[src/rtl/fp_alu_seq.sv]
// Multi-cycle IEEE-754-style FP ALU (add/sub/mul/div + bitwise) with valid/ready handshakes.
// Define FP_ALU_RNE_EN for round-to-nearest-even; otherwise results truncate toward zero.
module fp_alu_seq #(
  parameter int EXP_W  = 8,
  parameter int FRAC_W = 23,
  parameter int TAG_W  = 4
) (
  input  logic                      clk,
  input  logic                      rst,
  input  logic                      in_valid,
  output logic                      in_ready,
  input  logic [EXP_W+FRAC_W:0]     op_a,
  input  logic [EXP_W+FRAC_W:0]     op_b,
  input  logic [2:0]                selop,
  input  logic [TAG_W-1:0]          in_tag,
  output logic                      out_valid,
  input  logic                      out_ready,
  output logic [EXP_W+FRAC_W:0]     result,
  output logic [TAG_W-1:0]          out_tag,
  output logic                      parity,
  output logic                      overflow,
  output logic                      underflow,
  output logic                      invalid,
  output logic                      div_by_zero,
  output logic                      busy
);
  localparam int W   = 1 + EXP_W + FRAC_W;
  localparam int MW  = FRAC_W + 1;
  localparam int XW  = 2 * MW + 2;
  localparam int LZW = $clog2(XW) + 1;
  localparam int EW  = ((EXP_W > LZW) ? EXP_W : LZW) + 2;
  localparam int CW  = $clog2(FRAC_W + 3);
  localparam logic [EXP_W-1:0] EXP_ONES = '1;
  localparam logic [EW-1:0]    BIAS = EW'((1 << (EXP_W - 1)) - 1);
  localparam logic [EW-1:0]    EMAX = EW'((1 << EXP_W) - 1);
  localparam logic [W-1:0]     QNAN = {1'b0, EXP_ONES, 1'b1, {(FRAC_W-1){1'b0}}};
  localparam logic [2:0] OP_ADD = 3'd0, OP_SUB = 3'd1, OP_MUL = 3'd2, OP_DIV = 3'd3;
  localparam logic [2:0] OP_NOT = 3'd4, OP_NAND = 3'd5, OP_SHR = 3'd6;

  typedef enum logic [1:0] {S_IDLE, S_EXEC, S_NORM, S_HOLD} state_t;

  state_t             r_state;
  logic               r_phase;
  logic [W-1:0]       r_a, r_b;
  logic [2:0]         r_op;
  logic [TAG_W-1:0]   r_tag;
  logic               r_sa, r_sb, r_sign;
  logic [EXP_W-1:0]   r_ea, r_eb;
  logic [MW-1:0]      r_ma, r_mb;
  logic               r_spec, r_spec_inv, r_spec_dbz;
  logic [W-1:0]       r_spec_word;
  logic [EW-1:0]      r_exp;
  logic [XW-1:0]      r_m;
  logic [MW:0]        r_rem;
  logic [FRAC_W+1:0]  r_q;
  logic [CW-1:0]      r_cnt;

  // Operand unpacking; subnormal inputs collapse to signed zero.
  logic [EXP_W-1:0] w_ea, w_eb;
  logic [MW-1:0]    w_ma, w_mb;
  logic             w_sa, w_sb, w_sx;
  logic             w_a_zero, w_b_zero, w_a_inf, w_b_inf, w_a_nan, w_b_nan;

  assign w_ea     = r_a[W-2:FRAC_W];
  assign w_eb     = r_b[W-2:FRAC_W];
  assign w_a_zero = (w_ea == '0);
  assign w_b_zero = (w_eb == '0);
  assign w_a_inf  = (w_ea == EXP_ONES) && (r_a[FRAC_W-1:0] == '0);
  assign w_b_inf  = (w_eb == EXP_ONES) && (r_b[FRAC_W-1:0] == '0);
  assign w_a_nan  = (w_ea == EXP_ONES) && (r_a[FRAC_W-1:0] != '0);
  assign w_b_nan  = (w_eb == EXP_ONES) && (r_b[FRAC_W-1:0] != '0);
  assign w_ma     = w_a_zero ? '0 : {1'b1, r_a[FRAC_W-1:0]};
  assign w_mb     = w_b_zero ? '0 : {1'b1, r_b[FRAC_W-1:0]};
  assign w_sa     = r_a[W-1];
  assign w_sb     = r_b[W-1] ^ (r_op == OP_SUB);
  assign w_sx     = r_a[W-1] ^ r_b[W-1];

  logic             w_spec, w_spec_inv, w_spec_dbz;
  logic [W-1:0]     w_spec_word;

  always_comb begin
    w_spec      = 1'b1;
    w_spec_word = '0;
    w_spec_inv  = 1'b0;
    w_spec_dbz  = 1'b0;
    case (r_op)
      OP_NOT:  w_spec_word = ~r_a;
      OP_NAND: w_spec_word = ~(r_a & r_b);
      OP_SHR:  w_spec_word = r_a >> 1;
      3'd7:    w_spec_word = '0;
      default: begin
        if (w_a_nan || w_b_nan) begin
          w_spec_word = QNAN;
          w_spec_inv  = 1'b1;
        end else if (r_op == OP_ADD || r_op == OP_SUB) begin
          if (w_a_inf && w_b_inf && (w_sa != w_sb)) begin
            w_spec_word = QNAN;
            w_spec_inv  = 1'b1;
          end else if (w_a_inf) w_spec_word = {w_sa, EXP_ONES, {FRAC_W{1'b0}}};
          else if (w_b_inf)     w_spec_word = {w_sb, EXP_ONES, {FRAC_W{1'b0}}};
          else                  w_spec = 1'b0;
        end else if (r_op == OP_MUL) begin
          if ((w_a_inf && w_b_zero) || (w_a_zero && w_b_inf)) begin
            w_spec_word = QNAN;
            w_spec_inv  = 1'b1;
          end else if (w_a_inf || w_b_inf) w_spec_word = {w_sx, EXP_ONES, {FRAC_W{1'b0}}};
          else                             w_spec = 1'b0;
        end else begin
          if ((w_a_zero && w_b_zero) || (w_a_inf && w_b_inf)) begin
            w_spec_word = QNAN;
            w_spec_inv  = 1'b1;
          end else if (w_a_inf) w_spec_word = {w_sx, EXP_ONES, {FRAC_W{1'b0}}};
          else if (w_b_zero) begin
            w_spec_word = {w_sx, EXP_ONES, {FRAC_W{1'b0}}};
            w_spec_dbz  = 1'b1;
          end else if (w_b_inf || w_a_zero) w_spec_word = {w_sx, {(W-1){1'b0}}};
          else                              w_spec = 1'b0;
        end
      end
    endcase
  end

  // Divider pre-shift keeps the quotient in [1,2) so the last iteration is always a guard bit.
  logic          w_div_pre;
  logic [MW:0]   w_rem0;
  logic [EW-1:0] w_div_exp;
  assign w_div_pre = (w_ma < w_mb);
  assign w_rem0    = w_div_pre ? {w_ma, 1'b0} : {1'b0, w_ma};
  assign w_div_exp = EW'(w_ea) - EW'(w_eb) + BIAS - EW'(w_div_pre);

  logic              w_rem_ge, w_div_st;
  logic [MW:0]       w_rem_sub;
  logic [FRAC_W+1:0] w_q_next;
  assign w_rem_ge  = (r_rem >= {1'b0, r_mb});
  assign w_rem_sub = w_rem_ge ? (r_rem - {1'b0, r_mb}) : r_rem;
  assign w_q_next  = {r_q[FRAC_W:0], w_rem_ge};

  // Add/sub alignment: the larger magnitude sits with its hidden bit at XW-2.
  logic             w_a_big, w_s_big;
  logic [EXP_W-1:0] w_e_big, w_e_sml, w_shift;
  logic [MW-1:0]    w_m_big, w_m_sml;
  logic [XW-1:0]    w_x_big, w_x_sml, w_x_sh, w_x_al, w_sum;
  assign w_a_big = ({r_ea, r_ma} >= {r_eb, r_mb});
  assign w_e_big = w_a_big ? r_ea : r_eb;
  assign w_e_sml = w_a_big ? r_eb : r_ea;
  assign w_m_big = w_a_big ? r_ma : r_mb;
  assign w_m_sml = w_a_big ? r_mb : r_ma;
  assign w_s_big = w_a_big ? r_sa : r_sb;
  assign w_shift = w_e_big - w_e_sml;
  assign w_x_big = {1'b0, w_m_big, {(MW+1){1'b0}}};
  assign w_x_sml = {1'b0, w_m_sml, {(MW+1){1'b0}}};
  assign w_x_sh  = w_x_sml >> w_shift;
`ifdef FP_ALU_RNE_EN
  assign w_x_al   = {w_x_sh[XW-1:1], w_x_sh[0] | ((w_x_sh << w_shift) != w_x_sml)};
  assign w_div_st = (w_rem_sub != '0);
`else
  assign w_x_al   = w_x_sh;
  assign w_div_st = 1'b0;
`endif
  assign w_sum = (r_sa != r_sb) ? (w_x_big - w_x_al) : (w_x_big + w_x_al);

  logic [2*MW-1:0] w_prod;
  logic [EW-1:0]   w_mul_exp;
  assign w_prod    = {{MW{1'b0}}, r_ma} * {{MW{1'b0}}, r_mb};
  assign w_mul_exp = EW'(r_ea) + EW'(r_eb) - BIAS;

  // Normalisation: move the leading one to XW-1, then round and classify the exponent.
  logic [LZW-1:0]    w_lz;
  logic [XW-1:0]     w_m_n;
  logic [EW-1:0]     w_e_n, w_e_f;
  logic [FRAC_W-1:0] w_frac, w_frac_f;

  always_comb begin
    w_lz = '0;
    for (int i = 0; i < XW; i++)
      if (r_m[i]) w_lz = LZW'(XW - 1 - i);
  end

  assign w_m_n  = r_m << w_lz;
  assign w_e_n  = r_exp + EW'(1) - EW'(w_lz);
  assign w_frac = w_m_n[XW-2 -: FRAC_W];

`ifdef FP_ALU_RNE_EN
  logic            w_g, w_st, w_up;
  logic [FRAC_W:0] w_rnd;
  assign w_g      = w_m_n[XW-2-FRAC_W];
  assign w_st     = |w_m_n[XW-3-FRAC_W:0];
  assign w_up     = w_g & (w_st | w_frac[0]);
  assign w_rnd    = {1'b0, w_frac} + {{FRAC_W{1'b0}}, w_up};
  assign w_frac_f = w_rnd[FRAC_W-1:0];
  assign w_e_f    = w_e_n + EW'(w_rnd[FRAC_W]);
  logic w_unused;
  assign w_unused = ^{w_m_n[XW-1], r_q[FRAC_W+1], w_rem_sub[MW]};
`else
  assign w_frac_f = w_frac;
  assign w_e_f    = w_e_n;
  logic w_unused;
  assign w_unused = ^{w_m_n[XW-1], w_m_n[XW-2-FRAC_W:0], r_q[FRAC_W+1], w_rem_sub};
`endif

  logic [W-1:0] w_res;
  logic         w_ovf, w_unf, w_inv, w_dbz;

  always_comb begin
    w_res = '0;
    w_ovf = 1'b0;
    w_unf = 1'b0;
    w_inv = 1'b0;
    w_dbz = 1'b0;
    if (r_spec) begin
      w_res = r_spec_word;
      w_inv = r_spec_inv;
      w_dbz = r_spec_dbz;
    end else if (r_m == '0) begin
      w_res = {r_sign, {(W-1){1'b0}}};
    end else if ($signed(w_e_f) >= $signed(EMAX)) begin
      w_res = {r_sign, EXP_ONES, {FRAC_W{1'b0}}};
      w_ovf = 1'b1;
    end else if ($signed(w_e_f) < $signed(EW'(1))) begin
      w_res = {r_sign, {(W-1){1'b0}}};
      w_unf = 1'b1;
    end else begin
      w_res = {r_sign, w_e_f[EXP_W-1:0], w_frac_f};
    end
  end

  assign in_ready = (r_state == S_IDLE);
  assign busy     = (r_state != S_IDLE);

  always_ff @(posedge clk) begin
    if (rst) begin
      r_state     <= S_IDLE;
      r_phase     <= 1'b0;
      out_valid   <= 1'b0;
      result      <= '0;
      out_tag     <= '0;
      parity      <= 1'b0;
      overflow    <= 1'b0;
      underflow   <= 1'b0;
      invalid     <= 1'b0;
      div_by_zero <= 1'b0;
    end else begin
      case (r_state)
        S_IDLE: begin
          if (in_valid) begin
            r_a     <= op_a;
            r_b     <= op_b;
            r_op    <= selop;
            r_tag   <= in_tag;
            r_phase <= 1'b0;
            r_state <= S_EXEC;
          end
        end
        S_EXEC: begin
          if (!r_phase) begin
            r_phase     <= 1'b1;
            r_sa        <= w_sa;
            r_sb        <= w_sb;
            r_ea        <= w_ea;
            r_eb        <= w_eb;
            r_ma        <= w_ma;
            r_mb        <= w_mb;
            r_spec      <= w_spec;
            r_spec_word <= w_spec_word;
            r_spec_inv  <= w_spec_inv;
            r_spec_dbz  <= w_spec_dbz;
            r_sign      <= w_sx;
            r_exp       <= w_div_exp;
            r_rem       <= w_rem0;
            r_q         <= '0;
            r_cnt       <= CW'(FRAC_W + 2);
          end else if (r_op == OP_DIV) begin
            r_rem <= {w_rem_sub[MW-1:0], 1'b0};
            r_q   <= w_q_next;
            r_cnt <= r_cnt - CW'(1);
            if (r_cnt == CW'(1)) begin
              r_m     <= {1'b0, w_q_next, {FRAC_W{1'b0}}, w_div_st};
              r_state <= S_NORM;
            end
          end else begin
            if (r_op == OP_MUL) begin
              r_m   <= {w_prod, 2'b00};
              r_exp <= w_mul_exp;
            end else begin
              r_m    <= w_sum;
              r_exp  <= EW'(w_e_big);
              r_sign <= (w_sum == '0) ? 1'b0 : w_s_big;
            end
            r_state <= S_NORM;
          end
        end
        S_NORM: begin
          result      <= w_res;
          parity      <= ^w_res;
          overflow    <= w_ovf;
          underflow   <= w_unf;
          invalid     <= w_inv;
          div_by_zero <= w_dbz;
          out_tag     <= r_tag;
          out_valid   <= 1'b1;
          r_state     <= S_HOLD;
        end
        default: begin
          if (out_ready) begin
            out_valid <= 1'b0;
            r_state   <= S_IDLE;
          end
        end
      endcase
    end
  end
endmodule

[config.mk]
export PLATFORM = sky130hd
export DESIGN_NAME = fp_alu_seq
export DESIGN_NICKNAME = d
export VERILOG_FILES = /design/src/rtl/fp_alu_seq.sv
export SDC_FILE = /design/constraint.sdc
export NUM_CORES = 2
export LEC_CHECK = 0
export BUFFER_PORTS_ARGS = -buffer_cell sky130_fd_sc_hd__buf_4
export CORE_UTILIZATION = 60
export CTS_BUF_LIST = sky130_fd_sc_hd__clkbuf_8
export CTS_CLUSTER_SIZE = 24
export DETAILED_ROUTE_END_ITERATION = 6
export PLACE_DENSITY = 0.77
export SYNTH_ARGS = -nofsm -noshare
export SYNTH_HDL_FRONTEND = slang
export SYNTH_SLANG_ARGS = --single-unit
[constraint.sdc]
create_clock -name clk -period 10.6 [get_ports clk]
set_input_delay 2.65 -clock clk [delete_from_list [all_inputs] [get_ports clk]]
set_output_delay 2.65 -clock clk [all_outputs]
set_load 0.05 [all_outputs]
Yosys cells after proc, flatten, opt, wreduce, memory -nomap -nowiden
Index checks and enable logic that the tools add are counted.
- memories kept: 0
- logic and storage cells: 250
- register bits: 332
- output and inout bits: 44
- memory bits (read-only): 0
- memory bits (writable): 0
- latch bits: 0
- equality and inequality tests: 21
- add/sub/neg operators: 12
- bitwise logic cells: 8
- reductions and logical operators: 43
- shift-type cells: 2
- divide/modulo/power cells: 0
- multipliers: 1
- multiplexer cells: 128
- order comparisons: 5
- operator list (cell ; count):
    two-way mux 32 bit ; 13
    two-way mux 7 bit ; 49
    two-way mux 50 bit ; 4
    two-way mux 24 bit ; 6
    one-hot mux 32 bit (4 select lines) ; 1
    logical NOT 50 bit ; 2
    two-way mux 31 bit ; 3
    two-way mux 25 bit ; 3
    NOT 32 bit ; 2
    adder 49 x 50 -> 50 bit ; 1
    << shifter 50 x 7 -> 49 bit ; 1
    right shift 49 x 8 -> 50 bit ; 1
    subtractor 49 x 50 -> 50 bit ; 1
    multiplier 24 x 24 -> 48 bit ; 1
    logical NOT 23 bit ; 2
    nonzero test 23 bit ; 2
    two-way mux 1 bit ; 34
    AND 32 bit ; 1
    greater-or-equal comparator 32 bit ; 1
    parity 32 bit ; 1
    two-way mux 10 bit ; 3
    greater-or-equal comparator 25 x 24 -> 1 bit ; 1
    less-than comparator 24 bit ; 1
    subtractor 24 bit ; 1
    44 further kinds ; 85

Depth between registers and ports, before layout
- word-level depth: 57
- mapped depth: 50
- mapped depth without buffers: 47

Worst setup path before layout
No wires, ideal clock.
- path kind: flip-flop to flip-flop
- from: register r_ma[0]
- to: register r_sign (data pin)
- stages on the path, launching flop included: 49
- setup slack: 1463 ps
- data arrival time: 8875 ps
- period minus slack after synthesis: 9137 ps
- path buffers: 3
- library setup time: 262 ps
- cell sequence: edfxtp_1 clkbuf_1 inv_1 clkbuf_1 ha_1 nand2b_1 a31oi_1 o21ai_0 a21oi_1 a21oi_2 nor3_1 nor2_1 ha_1 o21ai_0 a21oi_1 a31oi_1 o311ai_1 nor2_2 [13 not listed] nor2_1 o21ai_0 a21oi_1 o21ai_0 a21oi_1 o21ai_0 a221o_1 a211oi_1 o41ai_1 a2111oi_0 or3_1 o311ai_0 a31oi_1 a2111oi_0 and4bb_1 nand4_1 nor4_2 a21oi_1
- cells in the longest elaborated chain, start to end: 11
- elaborated cells on any way between the ends: 16
- classes of those cells: add/sub: 3; order compare: 1; shift: 1; mux: 10; reduce/logical: 1
- ends and longest elaborated chain (what ; RTL line ; source):
    start, declared ; 49 ; logic [MW-1:0] r_ma, r_mb;
    start signal, assigned ; 261 ; r_ma <= w_ma;
    greater-or-equal comparator 32 bit ; 143 ; assign w_a_big = ({r_ea, r_ma} >= {r_eb, r_mb});
    two-way mux 8 bit, on equally long branches ; 144, 145 ;
    subtractor 8 bit ; 149 ; assign w_shift = w_e_big - w_e_sml;
    right shift 49 x 8 -> 50 bit ; 152 ; assign w_x_sh = w_x_sml >> w_shift;
    adder 49 x 50 -> 50 bit / subtractor 49 x 50 -> 50 bit (equally long branches) ; 160 ; assign w_sum = (r_sa != r_sb) ? (w_x_big - w_x_al) : (w_x_big + w_x_al);
    two-way mux 50 bit ; 160 ;
    logical NOT 50 bit ; 287 ; r_sign <= (w_sum == '0) ? 1'b0 : w_s_big;
    two-way mux 1 bit (*) ; 287 ;
    two-way mux 1 bit (*) ; 281 ; if (r_op == OP_MUL) begin
    two-way mux 1 bit (*) ; 272 ; end else if (r_op == OP_DIV) begin
    two-way mux 1 bit (*) ; 255 ; if (!r_phase) begin
    end signal, assigned ; 267 ; r_sign <= w_sx;
    end signal, assigned ; 287 ;
    end, declared ; 47 ; logic r_sa, r_sb, r_sign;
Every way passes the cells marked *; elsewhere a longest branch is shown, timed or not. The select of a mux whose other input is x is not followed.
A chain may end at the register's enable or synchronous reset.

Worst setup path after layout
- from: register r_mb[7]
- to: register r_m[48] (data pin)
- cells in the longest elaborated chain, start to end: 8
- elaborated cells on any way between the ends: 13
- classes of those cells: add/sub: 3; mul: 1; order compare: 1; shift: 1; mux: 7
- ends and longest elaborated chain (what ; RTL line ; source):
    start, declared ; 49 ;
    start signal, assigned ; 262 ; r_mb <= w_mb;
    greater-or-equal comparator 32 bit ; 143 ;
    two-way mux 8 bit, on equally long branches ; 144, 145 ;
    subtractor 8 bit ; 149 ;
    right shift 49 x 8 -> 50 bit ; 152 ;
    adder 49 x 50 -> 50 bit / subtractor 49 x 50 -> 50 bit (equally long branches) ; 160 ;
    two-way mux 50 bit ; 160 ;
    two-way mux 50 bit (*) ; 281 ;
    two-way mux 50 bit (*) ; 272 ;
    end signal, assigned ; 277 ; r_m <= {1'b0, w_q_next, {FRAC_W{1'b0}}, w_div_st};
    end signal, assigned ; 282 ; r_m <= {w_prod, 2'b00};
    end signal, assigned ; 285 ; r_m <= w_sum;
    end, declared ; 53 ; logic [XW-1:0] r_m;
Every way passes the cells marked *; elsewhere a longest branch is shown, timed or not.

==> reports/metrics.yaml <==
logic_synthesis:
  async_flop_share_pct: 0
  ys_warn_count: 0
  syn_area_per_cell_um2: 8.67
  yosysSeqAreaShare_pct: 20.0
  syn_inst: 5502
  ys.flop_type: "edfxtp_1"
  synth.distinct_cells: 116
  synth_seq_cells: 332
  ys_top_cells_by_area: "fa_1 (20%), edfxtp_1 (18%), ha_1 (10%), inv_1 (5.7%), nand2_1 (5.4%)"
  syn_area_mm2: 0.0477
  synth_edf_count: 287
  synth_top_area_share_pct: 20.5
  synth_top_cell_by_area: "fa_1"
  syn_nets: 6453
worst_setup_path:
  worstSetupStartpointType: "flop"
  path_max_fanout: 25
  max_stage_delay_ns: 0.59
  end_kind: "flop"
  cp_slowest_cell: "xnor2_1"
  crit_family: "adder cells"
  cp.arrival_ns: 10.79
  required_ns: 11.01
  crit_top_cell: "fa_1"
  cp.depth: 31
  reg2regPathDepth: 31
  crit_buf_inv: 3
  path_class: "flop to flop"
sta:
  hold_viol_final: 0
  fin_crit_ns: 10.38
  drv_slew: 0
  worst_slew_pin_slew_ns: 1.26
  whs_ns: 0.479
  period_share_pct: 98.0
  skew_ns: 0.0345
  setup_tns_ns: 0
  slew-limit-headroom_pct: 15.6
  fmaxAchievable_ghz: 0.0963
  final-setup-viol-count: 0
route:
  drtIter0Drc: 4733
  postRouteAntennaNets: 0
  dr.pass1.iters: 6
  dr_total_vias: 42300
  finalWirelength_um: 168000
  wl_per_cell_um: 25.4
  drcViolationCount: 0
  vias_per_cell: 6.39
hold_path:
  hold_class: "flop to flop"
  whs_path_depth: 2
die:
  die_h_um: 284
  core_area_mm2: 0.0789
  die-area_mm2: 0.0806
  fp-row-count: 103
  die_w_um: 284
  initial_core_util_pct: 60.5
  io-pin-count: 119
clock_network:
  ctsHoldBuffers: 0
  htree_num_levels: 2
  cts_buffers: 54
  clk_latency_ns: 0.71
  cts_buffer_depth: 3
  cts_tree: "yes"
  root_buffer: "clkbuf_8"
  path_clk_slew_ns: 0.07
  clock-sinks: 332
global_route:
  grt_overflow_total: 0
  grt_pass1_wl_um: 253000
  grt_max_degree: 74
  grt_pass1_vias: 41900
  grt_antenna_before_repair: 7
  track_usage_pct: 41.4
place:
  io_buffers: 118
  dp.cells: 6509
  dp_hpwl_um: 129000
  placed_area_mm2: 0.0499
  routabilityCongestion: 1.07
final_layout:
  nNetsFinal: 6467
  final_cells: 6613
  layout-drive-gt1-share_pct: 8.87
  final_area_mm2: 0.0510
  final_common_cell: "inv_1"
  syn_to_final_growth_pct: 6.96
  most-common-layout-cells: "inv_1 (740), nand2_1 (688), fa_1 (488)"
status:
  status: "complete, no violations"
job:
  cap_violations: 0
## flip-flops by register name, indices dropped and copies added (netlist names), 10 cells and up
name,flops
r_b,32
r_exp,10
r_ma,24
r_spec_word,32
r_q,24
r_rem,25
r_a,32
r_mb,24
r_m,50
result,32
## synth_stat cells (all sizes together), types with 16 or more instances
| cell type | count |
|---|---|
| a2111oi | 17 |
| a211oi | 91 |
| a21boi | 18 |
| a21o | 53 |
| a21oi | 330 |
| a31oi | 38 |
| and2 | 199 |
| and3 | 25 |
| buf | 57 |
| clkbuf | 255 |
| dfxtp | 45 |
| edfxtp | 287 |
| fa | 488 |
| ha | 388 |
| inv | 728 |
| mux2 | 33 |
| mux2i | 231 |
| nand2 | 692 |
| nand2b | 65 |
| nand3 | 87 |
| nand4 | 36 |
| nor2 | 403 |
| nor2b | 61 |
| nor3 | 82 |
| nor4 | 37 |
| o211ai | 34 |
| o21a | 16 |
| o21ai | 215 |
| o21bai | 30 |
| o22ai | 18 |
| o31ai | 22 |
| o41ai | 17 |
| or2 | 19 |
| or3 | 28 |
| xnor2 | 97 |
| xor2 | 46 |
## path summary, 6_finish.rpt
path	endpoint	slack, ns	from
setup reg to reg	r_m[48]	0.22	r_mb[7]
hold reg to reg	invalid	0.48	invalid
hold / removal	invalid	0.48	invalid
setup / recovery	r_m[48]	0.22	r_mb[7]
## cell families (layout without fill, tap and decap cells)
group / after synthesis / after routing / share of synthesized area (%)
AND/OR/NAND/NOR: 1772 / 1772 / 17.4
AO/OA/AOI/OAI: 1061 / 1061 / 14.8
flip-flops: 332 / 332 / 20.0
other: 0 / 6 / 0
buffers and inverters: 1043 / 1098 / 8.35
XOR/XNOR: 144 / 144 / 2.73
multiplexers: 274 / 274 / 6.10
adder cells (fa/ha/maj): 876 / 876 / 30.7
## routing by layer
| metal | vias up | track usage, % | share of wire, % | wire length, um |
|---|---|---|---|---|
| met2 | 2427 | 61.1 | 42 | 70900 |
| met1 | 20600 | 54.1 | 39 | 65700 |
| met3 | 598 | 12.8 | 12 | 20100 |
| met5 | - | 0.893 | 0.078 | 131 |
| li1 | 18600 | - | - | - |
| met4 | 6 | 22.5 | 6.5 | 10800 |
## what timing repair did
action | 4_1_cts | 5_1_grt
buffers inserted | 0 | 1
endpoints found under the setup margin | 0 | 3
resized for setup | 0 | 6
## tightest hold or removal path, cell delays in order, from the launching register on
cell and delay [ns]:
dfxtp_1 0.31, nand2b_1 0.07, a21oi_1 0.05
## through the flow
stage               worst slack (ns)  utilization (%)
floorplan                       1.46                -
detailed placement           0.00915             63.3
CTS                           0.0722             64.6
global route                 -0.0349             64.7
finish                         0.217             64.7
global placement               0.189             63.3
## area by class of cell
class	count	area (um2)
Clock buffer	55	757
Fill cell	6712	27800
Inverter	731	2740
Clock inverter	42	287
Multi-Input combinational cell	4127	34400
Antenna cell	6	15.0
Sequential cell	332	9520
Tap cell	1050	1310
Timing Repair Buffer	270	2030
Power is not shown: default switching activity piles up to over one toggle a cycle in this logic, so the estimate is an artifact.
